## src/rtl/map_recovery_ctrl_if.sv

```systemverilog
// Bundle between the recovery sequencer, the ROB/arch-map side and the
// map-table write ports. "master" is the sequencer's view.
interface map_recovery_ctrl_if #(
  parameter int NUM_PR     = 64,
  parameter int NUM_ARCH   = 32,
  parameter int COPY_WIDTH = 4
);
  localparam int TW = $clog2(NUM_PR);
  localparam int IW = $clog2(NUM_ARCH);

  logic                                en;
  logic                                flush_req;
  logic [NUM_ARCH-1:0][TW-1:0]         arch_map_in;
  logic [COPY_WIDTH-1:0]               mt_wr_en;
  logic [COPY_WIDTH-1:0][IW-1:0]       mt_wr_idx;
  logic [COPY_WIDTH-1:0][TW-1:0]       mt_wr_pr;
  logic                                stall_dispatch;
  logic                                busy;
  logic                                done;
  logic                                dropped_flush;

  modport master (
    input  en, flush_req, arch_map_in,
    output mt_wr_en, mt_wr_idx, mt_wr_pr, stall_dispatch, busy, done, dropped_flush
  );

  modport slave (
    output en, flush_req, arch_map_in,
    input  mt_wr_en, mt_wr_idx, mt_wr_pr, stall_dispatch, busy, done, dropped_flush
  );
endinterface

```

## src/rtl/map_recovery_ctrl.sv

```systemverilog
// Restores the speculative map table from a snapshot of the arch map after a
// flush: one settle cycle, then COPY_WIDTH entries per cycle, then a done pulse.

// One map-table write lane: decodes its arch index from the block counter and
// picks the matching snapshot entry. Outputs are zero outside COPY.
module map_recovery_lane #(
  parameter int LANE     = 0,
  parameter int CW       = 4,
  parameter int NUM_ARCH = 32,
  parameter int TW       = 6,
  parameter int IW       = 5,
  parameter int BW       = 3
) (
  input  logic                        act,
  input  logic                        wen,
  input  logic [BW-1:0]               blk,
  input  logic [NUM_ARCH-1:0][TW-1:0] snapshot,
  output logic                        wr_en,
  output logic [IW-1:0]               wr_idx,
  output logic [TW-1:0]               wr_pr
);
  logic [IW-1:0] idx;

  assign idx    = IW'(int'(blk) * CW + LANE);
  assign wr_en  = act & wen;
  assign wr_idx = act ? idx : '0;
  assign wr_pr  = act ? snapshot[idx] : '0;
endmodule

module map_recovery_ctrl #(
  parameter int NUM_PR     = 64,
  parameter int NUM_ARCH   = 32,
  parameter int COPY_WIDTH = 4
) (
  input  logic                clock,
  input  logic                reset,
  map_recovery_ctrl_if.master bus
);
  localparam int TW   = $clog2(NUM_PR);
  localparam int IW   = $clog2(NUM_ARCH);
  localparam int NBLK = NUM_ARCH / COPY_WIDTH;
  localparam int BW   = (NBLK > 1) ? $clog2(NBLK) : 1;
  localparam logic [BW-1:0] BLK_LAST = BW'(NBLK - 1);

  typedef enum logic [1:0] {IDLE, SETTLE, COPY, DONE} state_t;

  state_t                      state, state_nxt;
  logic [BW-1:0]               blk, blk_nxt;
  logic                        snap_ld;
  logic [NUM_ARCH-1:0][TW-1:0] snapshot;
  logic                        dropped;

  logic [COPY_WIDTH-1:0]         wr_en;
  logic [COPY_WIDTH-1:0][IW-1:0] wr_idx;
  logic [COPY_WIDTH-1:0][TW-1:0] wr_pr;

  // State, block counter, snapshot and sticky drop flag; everything freezes while en is low.
  always_ff @(posedge clock) begin
    if (reset) begin
      state    <= IDLE;
      blk      <= '0;
      snapshot <= '0;
      dropped  <= 1'b0;
    end else if (bus.en) begin
      state <= state_nxt;
      blk   <= blk_nxt;
      if (snap_ld) snapshot <= bus.arch_map_in;
      // A flush while a restore is in flight (incl. the done cycle) is lost.
      if (bus.flush_req && state != IDLE) dropped <= 1'b1;
    end
  end

  // Next-state / counter logic; the snapshot is taken on the SETTLE->COPY edge
  // so the final retire has already landed in the arch map.
  always_comb begin
    state_nxt = state;
    blk_nxt   = blk;
    snap_ld   = 1'b0;
    case (state)
      IDLE:   if (bus.flush_req) state_nxt = SETTLE;
      SETTLE: begin
        state_nxt = COPY;
        snap_ld   = 1'b1;
      end
      COPY: begin
        if (blk == BLK_LAST) begin
          state_nxt = DONE;
          blk_nxt   = '0;
        end else begin
          blk_nxt = blk + 1'b1;
        end
      end
      DONE:    state_nxt = IDLE;
      default: state_nxt = IDLE;
    endcase
  end

  for (genvar i = 0; i < COPY_WIDTH; i++) begin : g_lane
    map_recovery_lane #(
      .LANE(i), .CW(COPY_WIDTH), .NUM_ARCH(NUM_ARCH), .TW(TW), .IW(IW), .BW(BW)
    ) u_lane (
      .act      (state == COPY),
      .wen      (bus.en),
      .blk      (blk),
      .snapshot (snapshot),
      .wr_en    (wr_en[i]),
      .wr_idx   (wr_idx[i]),
      .wr_pr    (wr_pr[i])
    );
  end

  // Status outputs decode straight from state; done stays up while en is low.
  assign bus.mt_wr_en       = wr_en;
  assign bus.mt_wr_idx      = wr_idx;
  assign bus.mt_wr_pr       = wr_pr;
  assign bus.busy           = (state != IDLE);
  assign bus.stall_dispatch = (state != IDLE);
  assign bus.done           = (state == DONE);
  assign bus.dropped_flush  = dropped;
endmodule

```

## src/flat_wrapper.sv

```systemverilog
// flat-port wrapper written by rule: the top's interface ports become plain ports
module map_recovery_ctrl_flat 
#(
  parameter int NUM_PR     = 64,
  parameter int NUM_ARCH   = 32,
  parameter int COPY_WIDTH = 4
)
  (clock, reset, bus_en, bus_flush_req, bus_arch_map_in, bus_mt_wr_en, bus_mt_wr_idx, bus_mt_wr_pr, bus_stall_dispatch, bus_busy, bus_done, bus_dropped_flush);
  map_recovery_ctrl_if #(.NUM_PR(NUM_PR), .NUM_ARCH(NUM_ARCH), .COPY_WIDTH(COPY_WIDTH)) bus_i ();
  input  logic clock;
  input  logic reset;
  input wire logic [$bits(bus_i.en)-1:0] bus_en;
  input wire logic [$bits(bus_i.flush_req)-1:0] bus_flush_req;
  input wire logic [$bits(bus_i.arch_map_in)-1:0] bus_arch_map_in;
  output wire logic [$bits(bus_i.mt_wr_en)-1:0] bus_mt_wr_en;
  output wire logic [$bits(bus_i.mt_wr_idx)-1:0] bus_mt_wr_idx;
  output wire logic [$bits(bus_i.mt_wr_pr)-1:0] bus_mt_wr_pr;
  output wire logic [$bits(bus_i.stall_dispatch)-1:0] bus_stall_dispatch;
  output wire logic [$bits(bus_i.busy)-1:0] bus_busy;
  output wire logic [$bits(bus_i.done)-1:0] bus_done;
  output wire logic [$bits(bus_i.dropped_flush)-1:0] bus_dropped_flush;
  assign bus_i.en = bus_en;
  assign bus_i.flush_req = bus_flush_req;
  assign bus_i.arch_map_in = bus_arch_map_in;
  assign bus_mt_wr_en = bus_i.mt_wr_en;
  assign bus_mt_wr_idx = bus_i.mt_wr_idx;
  assign bus_mt_wr_pr = bus_i.mt_wr_pr;
  assign bus_stall_dispatch = bus_i.stall_dispatch;
  assign bus_busy = bus_i.busy;
  assign bus_done = bus_i.done;
  assign bus_dropped_flush = bus_i.dropped_flush;
  map_recovery_ctrl #(.NUM_PR(NUM_PR), .NUM_ARCH(NUM_ARCH), .COPY_WIDTH(COPY_WIDTH)) u_core (.clock(clock), .reset(reset), .bus(bus_i));
endmodule
```

## config.mk

```make
export PLATFORM = sky130hd
export DESIGN_NAME = map_recovery_ctrl_flat
export DESIGN_NICKNAME = d
export VERILOG_FILES = /design/src/rtl/map_recovery_ctrl_if.sv /design/src/rtl/map_recovery_ctrl.sv /design/src/flat_wrapper.sv
export SDC_FILE = /design/constraint.sdc
export NUM_CORES = 1
export LEC_CHECK = 0
export CAP_MARGIN = 20
export CORE_MARGIN = 1.5
export CORE_UTILIZATION = 48
export CTS_BUF_LIST = sky130_fd_sc_hd__clkbuf_8 sky130_fd_sc_hd__clkbuf_16
export CTS_CLUSTER_SIZE = 24
export DETAILED_ROUTE_END_ITERATION = 16
export PLACE_DENSITY = 0.8
export SLEW_MARGIN = 10
export SYNTH_ARGS = -nofsm -noshare
export SYNTH_HDL_FRONTEND = slang
export SYNTH_SLANG_ARGS = --single-unit
```

## constraint.sdc

```tcl
create_clock -name clock -period 1.8 [get_ports clock]
set_input_delay 0.18 -clock clock [delete_from_list [all_inputs] [get_ports clock]]
set_output_delay 0.18 -clock clock [all_outputs]
set_load 0.05 [all_outputs]
```

==> results of run 1 <==
routing by layer:
metal	up-vias	track usage (%)
li1	3969	-
met1	3899	37.17
met2	289	46.38
met3	36	5.994
met4	4	8.218
met5	-	0
Yosys cell counts (2+ instances only):
cell / number
a211oi_1: 21
a211oi_2: 3
a21oi_1: 195
a31oi_1: 2
and2_1: 3
buf_12: 2
buf_2: 40
buf_4: 34
buf_6: 3
clkbuf_1: 29
dfxtp_1: 198
ha_1: 7
inv_1: 4
mux2_2: 24
mux2i_1: 25
mux4_1: 4
mux4_2: 20
nand2_1: 389
nand2b_1: 2
nor2_1: 28
o21ai_0: 24
flip-flops by register name (all words and copies together) (netlist names):
signal                    count
u_core.bus.dropped_flush      1
u_core.state                  2
u_core.blk                    3
u_core.snapshot             192
final timing paths:
| path | startpoint | end | slack (ps) | cells past startpoint |
|---|---|---|---|---|
| worst max-delay path | u_core.blk[1]$_SDFFE_PP0P_ | bus_mt_wr_pr[19] | -300 | 6 |
| worst min-delay path | reset | u_core.snapshot[93]$_SDFFE_PP0P_ | 140 | 2 |
| worst max register to register | u_core.blk[1]$_SDFFE_PP0P_ | u_core.state[0]$_SDFFE_PP0P_ | 80 | 7 |
| worst min register to register | u_core.snapshot[74]$_SDFFE_PP0P_ | u_core.snapshot[74]$_SDFFE_PP0P_ | 450 | 2 |
final cells by class:
cell class	count	area [um^2]
multi-input cells	758	4678
fillers	1264	4644
flip-flops and latches	198	3975
repair buffers	314	3677
clock buffers	20	466.7
well taps	229	286.5
clock inverters	12	150.1
inverters	4	21.27
diodes	1	2.502
report_power, final:
part	total, mW	switching (mW)	internal (mW)	leakage (nW)
sequential	4.69	0.113	4.58	1.61
clock	3.97	1.68	2.30	0.310
combinational	1.62	0.778	0.845	2.64
logic make-up after synthesis:
logic type / share of synthesized area [%]
fa+ha+maj: 1.002
other cells: 0.04291
flops: 45.36
buf+inv: 7.517
mux: 12.31
compound gates: 15.12
simple gates: 18.64
metrics by stage:
step	hold slack, ps	cell area [um^2]	total power, mW
after floorplan	316.0	9052	5.521
after global placement	437.8	12000	6.258
after detailed placement	444.4	12000	6.291
after CTS	130.5	13070	10.29
after global routing	142.9	13260	10.62
final	136.9	13260	10.29
what timing repair did:
item | 4_1_cts | 5_1_grt
hold buffers | 0 | 0
pin swaps | 4 | 2
buffers inserted | 4 | 7
endpoints found under the hold margin | 0 | 0
cloned | 4 | 3
resized for setup | 103 | 27
setup endpoints to repair | 44 | 45
==> results.toml, run 1 <==
[run_status]
status = "finished, violations left"
violations = "negative setup slack"

[worst_setup_path]
worstPathRequired_ps = 1620
startpoint_type = "flip-flop"
critical_path_buf_inv_count = 3
crit_fanout = 11
critPathSlowestCell = "dfxtp_4"
arrival_ps = 1920
endpoint_kind = "primary output"
critPathKind = "flip-flop to primary output"
path_delay_family = "buffers and inverters"
path_cells = "buf_4 > clkbuf_16 > mux4_2 > nor2_4 > a211oi_4 > buf_6"
cp_slowest_stage_delay_ps = 390

[route]
antenna_left = 0
wl_met3_um = 1757
routedWlPerCell_um = 17.56
wirelength_um = 26970
wl_met1_um = 11380
wl_met2_um = 13310
route.detailed.drc = 0
vias = 8197
topRoutingLayerUsed = "met5"
viasPerCell = 5.337
drt_iter0_markers = 491
firstDrtPassIters = 5

[place]
pre_cts_ws_ps = -15.71
dp_hpwl_um = 18090
gp_congestion = 0.8622
portBuffers = 243
post-place-cells = 1487

[hold_path]
hold_class = "input port to flip-flop"

[logic_synthesis]
synth_ff_type = "dfxtp_1"
yosysUniqueCellTypes = 30
ys_seq_area_share_pct = 45.36
synth_top_cell_area_share_pct = 45.36
syn_area_um2 = 8738
synth-seq-cells = 198
synthCells = 1066
ys_async_sr_fraction_pct = 0
synth.area.top_cells = "dfxtp_1 45%, nand2_1 17%, a21oi_1 11%"
yosys_warnings = 0
yosysTopAreaCell = "dfxtp_1"
synth_edf_count = 0
syn_avg_cell_area_um2 = 8.197

[clock_network]
cts_buffer_depth = 2
htreeDepth = 4
cts_sinks = 198
root_buffer = "clkbuf_16"
insertion_delay_ps = 430
cts_tree = "done"
numCtsBuffers = 17
clkTransAtPathRegs_ps = 70

[sta]
relSlewSlack_pct = 58.76
period_needed_ps = 2104
setup-violations-final = 36
max_slew.worst_pin.slew_ps = 601.5
finalHoldViolations = 0
max_freq_ghz = 0.4753
clock_skew_ps = 8.327
worst_slack_ps = -304.1
period_share_pct = 116.9
slew_violations = 0
finalSetupTns_ps = -7367
rsz0062_at_grt = "yes"

[layout]
stdcell_count = 1536
drive_gt1_share_pct = 20.75
fin_nets = 1496
utilization_pct = 74.06
syn_to_final_growth_pct = 51.72
final_common_cell = "nand2_1"
final_cell_mix = "386 x nand2_1, 195 x a21oi_1, 195 x clkdlybuf4s50_1"

[floorplanning]
io_pins = 248
die_w_um = 137.9
dieArea_um2 = 19020
die_h_um = 137.9
core_um2 = 17900
rows = 49
start_util_pct = 48.81

[power]
leakage_nw = 4.563
p_per_area_nw_per_um2 = 776.0
ir_worst_vdd_v = 0.0006818

[global_routing]
grt_pass1_vias = 7896
grt_pass1_wl_um = 40790
grt_usage_pct = 28.11
gr-total-overflow = 0
antenna_found_initial = 3
grt_max_degree = 60

[flow_run]
maxCapViolCount = 0
(Power assumes the default switching activity.)
==> inputs of run 2 (changes only) <==
--- a/config.mk
+++ b/config.mk
@@ -12,7 +12,7 @@
 export CTS_CLUSTER_SIZE = 24
 export DETAILED_ROUTE_END_ITERATION = 16
 export PLACE_DENSITY = 0.8
-export SLEW_MARGIN = 10
+export SLEW_MARGIN = 40
 export SYNTH_ARGS = -nofsm -noshare
 export SYNTH_HDL_FRONTEND = slang
 export SYNTH_SLANG_ARGS = --single-unit
==> results of run 2 <==
No change in the layout: final DEF, timing and power equal those of run 1.
==> inputs of run 3 (changes only) <==
--- a/config.mk
+++ b/config.mk
@@ -5,9 +5,10 @@
 export SDC_FILE = /design/constraint.sdc
 export NUM_CORES = 1
 export LEC_CHECK = 0
+export ABC_AREA = 1
 export CAP_MARGIN = 20
 export CORE_MARGIN = 1.5
-export CORE_UTILIZATION = 48
+export CORE_UTILIZATION = 49
 export CTS_BUF_LIST = sky130_fd_sc_hd__clkbuf_8 sky130_fd_sc_hd__clkbuf_16
 export CTS_CLUSTER_SIZE = 24
 export DETAILED_ROUTE_END_ITERATION = 16
==> constraint.sdc (replaced) <==
create_clock -name clock -period 2.2 [get_ports clock]
set_input_delay 0.22 -clock clock [delete_from_list [all_inputs] [get_ports clock]]
set_output_delay 0.22 -clock clock [all_outputs]
set_load 0.05 [all_outputs]
==> results.toml, run 3 <==
[floorplanning]
dieArea_um2 = 20140
core_um2 = 18830
die_w_um = 141.9
die_h_um = 141.9
start_util_pct = 50.21
rows = 50
io_pins = 248

[global_routing]
grt_pass1_vias = 8738
gr-total-overflow = 0
grt_usage_pct = 28.68
grt_max_degree = 72
grt_pass1_wl_um = 44550
antenna_found_initial = 1

[clock_network]
hold_buffers = 0
cts_buffer_depth = 2
cts_sinks = 198
cts_tree = "done"
htreeDepth = 4
insertion_delay_ps = 440
numCtsBuffers = 17
root_buffer = "clkbuf_16"
clkTransAtPathRegs_ps = 70

[layout]
n_antenna_cell = 0
final_cell_mix = "320 x nand2_1, 206 x inv_1, 197 x clkdlybuf4s50_1"
drive_gt1_share_pct = 7.702
largest_reg_flops = 192
final_common_cell = "nand2_1"
fillCellCount = 1578
fin_nets = 1735
stdcell_count = 1805
reg_top3 = "u_core.snapshot: 192 flops, u_core.blk: 3 flops, u_core.state: 2 flops"
largest-register = "u_core.snapshot"
syn_to_final_growth_pct = 35.23

[power]
leakage_nw = 5.491
ir_worst_vdd_v = 0.0005197
total_power_mw = 9.232
p_per_area_nw_per_um2 = 722.1

[worst_setup_path]
endpoint_kind = "primary output"
crit_fanout = 12
startpoint_type = "flip-flop"
worstPathRequired_ps = 1980
arrival_ps = 1960
critPathKind = "flip-flop to primary output"

[logic_synthesis]
synth_edf_count = 0
ys_seq_area_share_pct = 41.93
synth.most_common_cell = "nand2_1"
synth_ff_type = "dfxtp_1"
synth_common_cells = "323 x nand2_1, 204 x inv_1, 198 x dfxtp_1"
ys_async_sr_fraction_pct = 0
syn_area_um2 = 9454
syn_avg_cell_area_um2 = 6.977
synth_top_cell_area_share_pct = 41.93
synth.area.top_cells = "dfxtp_1 42%, nand2_1 13%, a21oi_1 10%"
yosys_warnings = 0
yosysTopAreaCell = "dfxtp_1"
yosysUniqueCellTypes = 19
synthCells = 1355
synth-seq-cells = 198

[hold_path]
hold_class = "input port to flip-flop"

[route]
firstDrtPassIters = 5
vias = 9411
route.detailed.drc = 0
routedWlPerCell_um = 16.75
viasPerCell = 5.214
antenna_left = 0
wirelength_um = 30230
drt_iter0_markers = 827

[sta]
period_share_pct = 99.04
setup-violations-final = 0
slew_violations = 0
relSlewSlack_pct = 66.35
finalHoldViolations = 0
worst_slack_ps = 21.04
max_slew.worst_pin.slew_ps = 503.2
max_freq_ghz = 0.4589
period_needed_ps = 2179
clock_skew_ps = 15.74

[place]
gp_congestion = 0.9321
portBuffers = 243
pre_cts_ws_ps = 303.9
post-place-cells = 1766
dp_hpwl_um = 20590

[run_status]
status = "finished clean"

[flow_run]
maxCapViolCount = 0
run 3: cell families after synthesis:
logic type | count (synthesis) | share of synthesized area, %
AOI/OAI and AO/OA | 389 | 20.59
and+or+nand+nor | 431 | 18.53
adders and majority gates | 7 | 0.9264
DFF | 198 | 41.93
buffers and inverters | 329 | 17.99
other | 1 | 0.03967
run 3: power breakdown:
part / internal [mW] / switching (mW)
registers: 3.88 / 0.0850
logic: 0.886 / 1.19
clock network: 1.81 / 1.38
run 3: cell type report:
cell class,instances,area [um^2],area share (%)
sequential,198,3969,31.04
multi-input combinational,831,3845,30.07
timing repair buffer,275,3243,25.37
inverter,208,793.3,6.205
clock buffer,18,439.2,3.435
tap,260,325.3,2.545
clock inverter,14,161.4,1.262
timing repair inverter,1,8.758,0.06851
run 3: critical path: stages, from the launching register on:
cell and delay [ps]:
dfxtp_1 340, inv_2 120, ha_4 170, inv_1 60, nor2_4 250, clkbuf_16 240, nand2_1 60, nand2_1 110
buf_12 150
run 3: stage by stage:
stage / area [um^2] / utilization, % / TNS [ps] / hold WS, ps
final: 12780 / 67.89 / 0 / 381.7
after global routing: 12780 / 67.89 / -192.1 / 396.7
after CTS: 12590 / 66.86 / 0 / 377.9
after detailed placement: 11990 / 63.65 / 0 / 441.4
after global placement: 11990 / 63.65 / 0 / 436.9
after floorplan: 9465 / - / 0 / 289.1
run 3: worst paths after layout:
check / to / from / depth (start not counted) / slack (ps)
setup / recovery: bus_mt_wr_pr[13] / u_core.state[0]$_SDFFE_PP0P_ / 8 / 20
hold / removal: u_core.snapshot[48]$_SDFFE_PP0P_ / bus_arch_map_in[48] / 3 / 380
setup reg to reg: u_core.snapshot[78]$_SDFFE_PP0P_ / u_core.state[1]$_SDFFE_PP0P_ / 6 / 350
hold reg to reg: u_core.snapshot[95]$_SDFFE_PP0P_ / u_core.snapshot[95]$_SDFFE_PP0P_ / 2 / 450
run 3: per-layer routing:
layer,vias to the layer above,part of all wire [%],GRT usage (%)
met2,432,45,44.36
li1,4631,-,-
met4,2,4.1,14.54
met3,69,7.6,4.624
met1,4277,44,38.78
met5,-,0.043,0
run 3: repair_timing:
action / 4_1_cts / 5_1_grt
gates cloned: 0 / 6
endpoints found under the hold margin: 0 / 0
resized for setup: 4 / 19
endpoints found under the setup margin: 30 / 27
setup buffers: 0 / 1
